### config.mk
export PLATFORM = sky130hd
export DESIGN_NAME = grey_threshold
export DESIGN_NICKNAME = d
export VERILOG_FILES = /design/src/rtl/grey_threshold.sv
export SDC_FILE = /design/constraint.sdc
export NUM_CORES = 1
export LEC_CHECK = 0
export ABC_AREA = 1
export CORE_MARGIN = 4
export CORE_UTILIZATION = 59
export DETAILED_ROUTE_END_ITERATION = 7
export PLACE_DENSITY = 0.78
export SYNTH_ARGS = -nofsm -noshare
export SYNTH_HDL_FRONTEND = slang
export SYNTH_SLANG_ARGS = --single-unit
### constraint.sdc
create_clock -name clk -period 5.85 [get_ports clk]
set_input_delay 0.585 -clock clk [delete_from_list [all_inputs] [get_ports clk]]
set_output_delay 0.585 -clock clk [all_outputs]
set_load 0.005 [all_outputs]
### src/rtl/grey_threshold.sv
// Luma binariser: 2-stage video pipeline with manual or frame-mean threshold.
// Optional GREY_THRESH_INVERT_EN adds btn[3] inversion of the binary output.
module grey_threshold #(
    parameter int SUM_W         = 32,
    parameter int CNT_W         = 24,
    parameter int MANUAL_THRESH = 128,
    parameter bit VSYNC_POL     = 1'b1
) (
    input  logic        clk,
    input  logic        n_rst,
    input  logic [7:0]  i_vid_data,
    input  logic        i_vid_hsync,
    input  logic        i_vid_vsync,
    input  logic        i_vid_VDE,
    input  logic [3:0]  btn,
    output logic [23:0] o_vid_data,
    output logic        o_vid_hsync,
    output logic        o_vid_vsync,
    output logic        o_vid_VDE,
    output logic [7:0]  o_threshold
);

    localparam logic [7:0] MAN_T = 8'(MANUAL_THRESH);
    localparam int         BCW   = $clog2(SUM_W + 1);

    typedef enum logic [1:0] {ST_IDLE, ST_DIV, ST_UPDATE} state_t;

    logic [7:0]       r_s1_data;
    logic             r_s1_hsync;
    logic             r_s1_vsync;
    logic             r_s1_vde;
    logic             r_vs_prev;

    logic [SUM_W-1:0] r_sum;
    logic [CNT_W-1:0] r_cnt;

    state_t           r_state;
    logic [SUM_W-1:0] r_dividend;
    logic [CNT_W-1:0] r_divisor;
    logic [CNT_W-1:0] r_rem;
    logic [SUM_W-1:0] r_quot;
    logic [BCW-1:0]   r_bit_cnt;
    logic [7:0]       r_threshold;

    logic             w_frame_end;
    logic [SUM_W:0]   w_sum_add;
    logic [CNT_W:0]   w_cnt_add;
    logic [CNT_W:0]   w_rem_shift;
    logic             w_fits;
    logic [CNT_W-1:0] w_rem_diff;
    logic [CNT_W-1:0] w_rem_next;
    logic [7:0]       w_thresh;
    logic             w_hit;
    logic             w_bin;
    logic [23:0]      w_rgb;
    logic             w_unused_btn;

    // Stage 1: register the incoming video.
    always_ff @(posedge clk) begin
        if (!n_rst) begin
            r_s1_data  <= '0;
            r_s1_hsync <= 1'b0;
            r_s1_vsync <= 1'b0;
            r_s1_vde   <= 1'b0;
            r_vs_prev  <= 1'b0;
        end else begin
            r_s1_data  <= i_vid_data;
            r_s1_hsync <= i_vid_hsync;
            r_s1_vsync <= i_vid_vsync;
            r_s1_vde   <= i_vid_VDE;
            r_vs_prev  <= r_s1_vsync;
        end
    end

    assign w_frame_end = VSYNC_POL ? (r_s1_vsync & ~r_vs_prev)
                                   : (~r_s1_vsync & r_vs_prev);

    assign w_sum_add = {1'b0, r_sum} + {{(SUM_W - 7){1'b0}}, r_s1_data};
    assign w_cnt_add = {1'b0, r_cnt} + (CNT_W + 1)'(1);

    // Frame statistics; a pixel on the frame-end cycle starts the new frame.
    always_ff @(posedge clk) begin
        if (!n_rst) begin
            r_sum <= '0;
            r_cnt <= '0;
        end else if (w_frame_end) begin
            r_sum <= r_s1_vde ? {{(SUM_W - 8){1'b0}}, r_s1_data} : '0;
            r_cnt <= r_s1_vde ? CNT_W'(1) : '0;
        end else if (r_s1_vde) begin
            r_sum <= w_sum_add[SUM_W] ? {SUM_W{1'b1}} : w_sum_add[SUM_W-1:0];
            r_cnt <= w_cnt_add[CNT_W] ? {CNT_W{1'b1}} : w_cnt_add[CNT_W-1:0];
        end
    end

    // Restoring divider step: remainder stays below the divisor, so CNT_W bits hold it.
    assign w_rem_shift = {r_rem, r_dividend[SUM_W-1]};
    assign w_fits      = (w_rem_shift >= {1'b0, r_divisor});
    assign w_rem_diff  = CNT_W'(w_rem_shift - {1'b0, r_divisor});
    assign w_rem_next  = w_fits ? w_rem_diff : w_rem_shift[CNT_W-1:0];

    always_ff @(posedge clk) begin
        if (!n_rst) begin
            r_state     <= ST_IDLE;
            r_dividend  <= '0;
            r_divisor   <= '0;
            r_rem       <= '0;
            r_quot      <= '0;
            r_bit_cnt   <= '0;
            r_threshold <= MAN_T;
        end else begin
            case (r_state)
                ST_IDLE: begin
                    if (w_frame_end && (r_cnt != '0)) begin
                        r_dividend <= r_sum;
                        r_divisor  <= r_cnt;
                        r_rem      <= '0;
                        r_quot     <= '0;
                        r_bit_cnt  <= '0;
                        r_state    <= ST_DIV;
                    end
                end
                ST_DIV: begin
                    r_dividend <= {r_dividend[SUM_W-2:0], 1'b0};
                    r_rem      <= w_rem_next;
                    r_quot     <= {r_quot[SUM_W-2:0], w_fits};
                    if (r_bit_cnt == BCW'(SUM_W - 1)) begin
                        r_state <= ST_UPDATE;
                    end else begin
                        r_bit_cnt <= r_bit_cnt + BCW'(1);
                    end
                end
                ST_UPDATE: begin
                    r_threshold <= (|r_quot[SUM_W-1:8]) ? 8'hFF : r_quot[7:0];
                    r_state     <= ST_IDLE;
                end
                default: r_state <= ST_IDLE;
            endcase
        end
    end

    assign o_threshold = r_threshold;

    always_comb begin
        w_thresh = btn[2] ? r_threshold : MAN_T;
        w_hit    = (r_s1_data >= w_thresh);
`ifdef GREY_THRESH_INVERT_EN
        w_bin    = btn[3] ? ~w_hit : w_hit;
`else
        w_bin    = w_hit;
`endif
        w_rgb    = '0;
        if (r_s1_vde) begin
            w_rgb = btn[1] ? {24{w_bin}} : {r_s1_data, r_s1_data, r_s1_data};
        end
    end

`ifdef GREY_THRESH_INVERT_EN
    assign w_unused_btn = btn[0];
`else
    assign w_unused_btn = ^{btn[3], btn[0]};
`endif

    // Stage 2: registered outputs.
    always_ff @(posedge clk) begin
        if (!n_rst) begin
            o_vid_data  <= '0;
            o_vid_hsync <= 1'b0;
            o_vid_vsync <= 1'b0;
            o_vid_VDE   <= 1'b0;
        end else begin
            o_vid_data  <= w_rgb;
            o_vid_hsync <= r_s1_hsync;
            o_vid_vsync <= r_s1_vsync;
            o_vid_VDE   <= r_s1_vde;
        end
    end

endmodule

After elaboration in Yosys (flattened, before gate mapping):

Cells that the tools add are included.

* word-level logic and storage cells: 66
* bits of input ports: 17
* register bits after elaboration: 222
* output and inout port bits: 35

* reduce and logical (&&, ||, !) cells: 11
* bitwise logic cells: 2
* $add $sub $neg: 4
* equality and inequality tests: 6
* $lt $le $gt $ge: 2
* mux-type cells: 24

Operators by type and width (number)
* $mux W32: 5
* $mux W24: 6
* $pmux W32 S2: 2
* $pmux W24 S2: 1
* $add A32 B8 Y33: 1
* $add A24 B1 Y25 const B: 1
* $ge A25 B24 Y1: 1
* $mux W8: 3
* $reduce_bool A24 Y1: 1
* $reduce_or A24 Y1: 1
* $sub A24 B24 Y24: 1
* $mux W6: 2
* $pmux W6 S2: 1
* $ge A8 B8 Y1: 1
* $reduce_and A2 Y1: 4
* $add A6 B1 Y6 const B: 1
* $eq A6 B5 Y1 const B: 1
* $ne A2 B2 Y1 const B: 3
* $mux W2: 2
* $pmux W2 S2: 1
* $reduce_bool A2 Y1: 2
* $reduce_and A3 Y1: 1
* $eq A2 B1 Y1 const B: 1
* $eq A2 B2 Y1 const B: 1
* 5 further kinds: 5

Longest topological paths before layout:

* depth after elaboration: 5
* depth in mapped cells: 15
* depth with buffers taken out: 15

Least setup slack after synthesis:

No wires, ideal clock.

* path kind: register -> register
* from: reg r_s1_data[0]
* to: reg r_sum[5]
* cell stages (with the launch flop): 12
* arrival: 1852 ps
* slack: 3870 ps
* required time: 5722 ps
* clock period less this slack: 1980 ps
* setup time: 128 ps
* path buffers: 1
* path through: dfxtp_1 -> ha_1 -> fa_1 -> nand3_1 -> nand2_1 -> nand2_1 -> nand2_1 -> nand4_1 -> buf_2 -> nand2_1 -> a21oi_1 -> nor2_1

* longest elaborated chain between the ends: 4

RTL lines
* start: declaration: line 28 `logic [7:0] r_s1_data;`
* start signal: assignment: line 67 `r_s1_data <= i_vid_data;`
* $add A32 B8 Y33: line 78 `assign w_sum_add = {1'b0, r_sum} + {{(SUM_W - 7){1'b0}}, r_s1_data};`
* $mux W32: line 90 `r_sum <= w_sum_add[SUM_W] ? {SUM_W{1'b1}} : w_sum_add[SUM_W-1:0];`
* $mux W32: line 89 `end else if (r_s1_vde) begin`
* $mux W32: line 86 `end else if (w_frame_end) begin`
* end signal: assignment: line 87 `r_sum <= r_s1_vde ? {{(SUM_W - 8){1'b0}}, r_s1_data} : '0;`
* end signal: assignment: line 90
* end: declaration: line 34 `logic [SUM_W-1:0] r_sum;`

No other way between the ends. The select of a mux whose other input is x is not followed.
A chain may end at the register's enable or synchronous reset.

Final worst setup path:

* from: reg r_cnt[0]
* to: reg r_dividend[22]

* longest elaborated chain between the ends: 4

RTL lines
* start: declaration: line 35 `logic [CNT_W-1:0] r_cnt;`
* start signal: assignment: line 88 `r_cnt <= r_s1_vde ? CNT_W'(1) : '0;`
* start signal: assignment: line 91 `r_cnt <= w_cnt_add[CNT_W] ? {CNT_W{1'b1}} : w_cnt_add[CNT_W-1:0];`
* $reduce_bool A24 Y1: line 113 `if (w_frame_end && (r_cnt != '0)) begin`
* $logic_and A1 B1 Y1: line 113
* $ne A2 B2 Y1 (no source line)
* $reduce_and A2 Y1 (no source line)
* end signal: assignment: line 114 `r_dividend <= r_sum;`
* end signal: assignment: line 123 `r_dividend <= {r_dividend[SUM_W-2:0], 1'b0};`
* end: declaration: line 38 `logic [SUM_W-1:0] r_dividend;`

No other way between the ends.

==> impl_summary.log <==
INFO  metric ys_dominant_reg_cell = sky130_fd_sc_hd__dfxtp_1
INFO  metric crit_path_end_kind = flop
INFO  metric yosysTopAreaCell = sky130_fd_sc_hd__dfxtp_1
INFO  metric worst-endpoint-arrival = 3.57 ns
INFO  metric tritoncts.num_buffers = 23
INFO  metric fmax = 321 MHz
INFO  metric final_design_area_no_fill = 13100 µm²
INFO  metric rr_endpoint = r_dividend[22]$_SDFFE_PN0P_
INFO  metric cts_max_path_buffers = 3
INFO  metric synthArstFlopShare = 0
INFO  metric post_cts_resize_count = 0
INFO  metric worst_skew_pair.late_latency = 0.52 ns
INFO  metric number_of_global_route_vias_before_repair = 10700
INFO  metric post_synth_xor_area_fraction = 0.0222
INFO  metric syn2layout_area_growth = 11.0%
INFO  metric report.final.setup_viol = 0
INFO  metric dpl-instance-area = 12300 µm²
INFO  metric synth_compound_area_frac = 0.113
INFO  metric p_leak = 0.00615 µW
INFO  metric yosys-mux-area-fraction = 0
INFO  metric die_y = 150 µm
INFO  metric final_wirelength = 30900 µm
INFO  metric clk_pin_slew_worst_setup_hold_paths = 0.06 ns
INFO  metric synth_top_cell_area_share = 0.348
INFO  metric ys_ff_latch = 206
INFO  metric dp.final_hpwl = 21100 µm
INFO  metric postSynthAreaPerCell = 6.44 µm²
INFO  metric gp_routability_congestion = 0.912
INFO  metric antenna_cells = 0
INFO  metric worstHoldPathType = flop to flop
INFO  metric gr-total-overflow = 0
INFO  metric post-route-period-util = 0.532
INFO  metric p_sw_frac = 0.341
INFO  metric drc_errors = 0
INFO  metric timing.critical_path.required = 6.30 ns
INFO  metric floorplan.initialDensity = 0.604
INFO  metric p_comb_frac = 0.301
INFO  metric clock_sink_total = 206
INFO  metric placement.io_buffers = 49
INFO  metric distinct_cell_type_count_after_synthesis = 51
INFO  metric layout_min_cycle_time = 3.11 ns
INFO  metric postCtsSetupRepairBufs = 0
INFO  metric critical_path.max_fanout = 44
INFO  metric die_area = 22400 µm²
INFO  metric max-slew-margin-rel = 0.246
INFO  metric crit_path_start = r_cnt[0]$_SDFFE_PN0P_
INFO  metric grt_util_all_layers = 0.278
INFO  metric seq_power_share = 0.337
INFO  metric design.final.nets = 1901
INFO  metric p_sw = 1480 µW
INFO  metric timing.clock.skew = 0.0200 ns
INFO  metric syn-num-nets = 1900
INFO  metric synth_area = 11800 µm²
INFO  metric clockPowerShare = 0.362
INFO  metric final_max_slew_viol_count = 0
INFO  metric maximum_number_of_pins_on_one_net_before_global_route_repair = 88
INFO  metric vias_per_cell = 5.40
INFO  metric layout-drive-gt1-share = 0.0630
INFO  metric antenna_left = 0
INFO  metric tritoncts = yes
INFO  metric synth_top_family_by_area = simple AND/OR/NAND/NOR gates
INFO  metric maxCapViolCount = 0
INFO  metric grt_antenna_before_repair = 0
INFO  metric design.portCount = 52
INFO  metric outcome = finished clean
INFO  metric cp-start-kind = flop
INFO  metric placement_rows = 51
INFO  metric final_common_cell = sky130_fd_sc_hd__nand2_1
INFO  metric dr_total_vias = 11500
INFO  metric ir_drop = 0.000280 V
INFO  metric synthTopCellsByArea = sky130_fd_sc_hd__dfxtp_1, sky130_fd_sc_hd__nand2_1, sky130_fd_sc_hd__inv_1, sky130_fd_sc_hd__nand3_1, sky130_fd_sc_hd__a21oi_1
INFO  metric r2r-start = r_cnt[0]$_SDFFE_PN0P_
INFO  metric synth_edf_count = 0
INFO  metric post_drt_wl_per_cell = 14.6 µm
INFO  metric r2r_slack = 2.74 ns
INFO  metric dr.first_iter.drc_count = 920
INFO  metric hold_violations = 0
INFO  metric drt-pass1-iter-count = 6
INFO  metric rsz0062_at_grt = false
INFO  metric tightest_slew = 1.13 ns
INFO  metric synth_simple_gate_area_share = 0.365
INFO  metric hold_ws = 0.415 ns
INFO  metric dieWidth = 150 µm
INFO  metric clk_root_buffer_cell = sky130_fd_sc_hd__clkbuf_16
INFO  metric synthCells = 1838
INFO  metric cts-htree-levels = 1
INFO  metric ys_seq_area_frac = 0.348
INFO  metric timing.critical_path.to = r_dividend[22]$_SDFFE_PN0P_
INFO  metric mostFrequentLayoutCells = sky130_fd_sc_hd__nand2_1, sky130_fd_sc_hd__dfxtp_1, sky130_fd_sc_hd__inv_1
INFO  metric setup.worst_path.class = flop to flop
INFO  metric tns = 0 ns
INFO  metric power.density_cell_area = 330 nW/µm²
INFO  metric synth_adder_area_share = 0.0488
INFO  metric ys_warn_count = 0
INFO  metric cts_hold_repair.buffers = 0
INFO  metric grt_pass1_wl = 52000 µm
INFO  metric ff2ff_path_depth = 11
INFO  metric core_outline_area = 19600 µm²
INFO  metric cellInternalPower = 2860 µW
-- kinds of logic after synthesis --
family,count (synthesis)
adders and majority gates,45
and+or+nand+nor,1020
AOI/OAI and AO/OA,248
xor gates and xnor gates,30
buffers and inverters,289
DFF,206
-- power by group through the flow --
stage	combinational [µW]	sequential [µW]	clock, µW
3_3_place_gp	1280	1490	0
6_report	1310	1460	1570
4_1_cts	1300	1460	1600
2_1_floorplan	1100	1480	0
3_5_place_dp	1290	1490	0
5_1_grt	1480	1470	1660
-- how the worst min path moves through the flow --
stage / from / slack, ns / to / depth (start not counted)
after CTS: r_s1_hsync$_SDFF_PN0_ / 0.42 / o_vid_hsync$_SDFF_PN0_ / 2
after detailed placement: r_s1_hsync$_SDFF_PN0_ / 0.40 / o_vid_hsync$_SDFF_PN0_ / 2
after global placement: r_s1_hsync$_SDFF_PN0_ / 0.39 / o_vid_hsync$_SDFF_PN0_ / 2
after global routing: r_s1_hsync$_SDFF_PN0_ / 0.43 / o_vid_hsync$_SDFF_PN0_ / 2
final: r_s1_hsync$_SDFF_PN0_ / 0.41 / o_vid_hsync$_SDFF_PN0_ / 2
after floorplan: r_s1_hsync$_SDFF_PN0_ / 0.39 / o_vid_hsync$_SDFF_PN0_ / 2
-- worst max-delay path: stages (launching register included) --
cell	delay, ns
sky130_fd_sc_hd__dfxtp_1	0.40
sky130_fd_sc_hd__inv_1	0.09
sky130_fd_sc_hd__ha_1	0.17
sky130_fd_sc_hd__nand2_1	0.08
sky130_fd_sc_hd__nor4_1	0.28
sky130_fd_sc_hd__nand4_1	0.26
sky130_fd_sc_hd__nand2_2	0.13
sky130_fd_sc_hd__nand2_1	0.08
sky130_fd_sc_hd__nor2_4	0.73
sky130_fd_sc_hd__buf_4	0.57
sky130_fd_sc_hd__nand2_1	0.12
sky130_fd_sc_hd__nand2_1	0.09
-- final cells by class --
type	count	area, µm²
fillers	1784	6440
well taps	265	332
multi-input cells	1343	6530
clock inverters	11	165
flip-flops and latches	206	4120
clock buffers	31	666
inverters	208	783
repair buffers	57	546
-- sequential cells by signal, indices dropped and copies added (netlist names) --
signal	cells
r_sum	32
r_s1_vde	1
r_bit_cnt	6
r_quot	32
o_threshold	8
o_vid_data	8
r_state	2
r_s1_data	8
o_vid_VDE	1
r_divisor	24
o_vid_vsync	1
r_s1_vsync	1
r_rem	24
r_dividend	32
r_cnt	24
o_vid_hsync	1
r_s1_hsync	1
-- metal layers --
layer | track usage | vias to the layer above | routed length (µm)
met5 | 0 | - | 0
met4 | 0.0599 | 0 | 546
met3 | 0.0294 | 39 | 1710
met2 | 0.464 | 321 | 13900
met1 | 0.393 | 5269 | 14800
li1 | - | 5833 | -
-- Yosys cell counts, drive strengths merged (2+ instances only) --
| cell | instances |
|---|---|
| nand2 | 691 |
| buf | 46 |
| nand3b | 2 |
| clkinv | 2 |
| ha | 43 |
| a21oi | 127 |
| o21bai | 6 |
| dfxtp | 206 |
| or2 | 21 |
| o211ai | 9 |
| nor4 | 7 |
| xor2 | 16 |
| clkbuf | 35 |
| a31oi | 6 |
| fa | 2 |
| o21ai | 95 |
| nand4 | 35 |
| nor3 | 24 |
| inv | 206 |
| xnor2 | 14 |
| and2 | 2 |
| nor2 | 110 |
| nand3 | 127 |
-- through the flow --
step	util	setup WS (ns)	std cells	total power, µW
global route	0.671	2.56	2121	4610
global placement	0.629	2.89	2079	2770
finish	0.671	2.74	2121	4340
detailed placement	0.629	2.88	2079	2780
CTS	0.671	2.79	2121	4360
floorplan	-	3.87	1838	2580
Note: power is estimated with default switching activity, not from simulation.
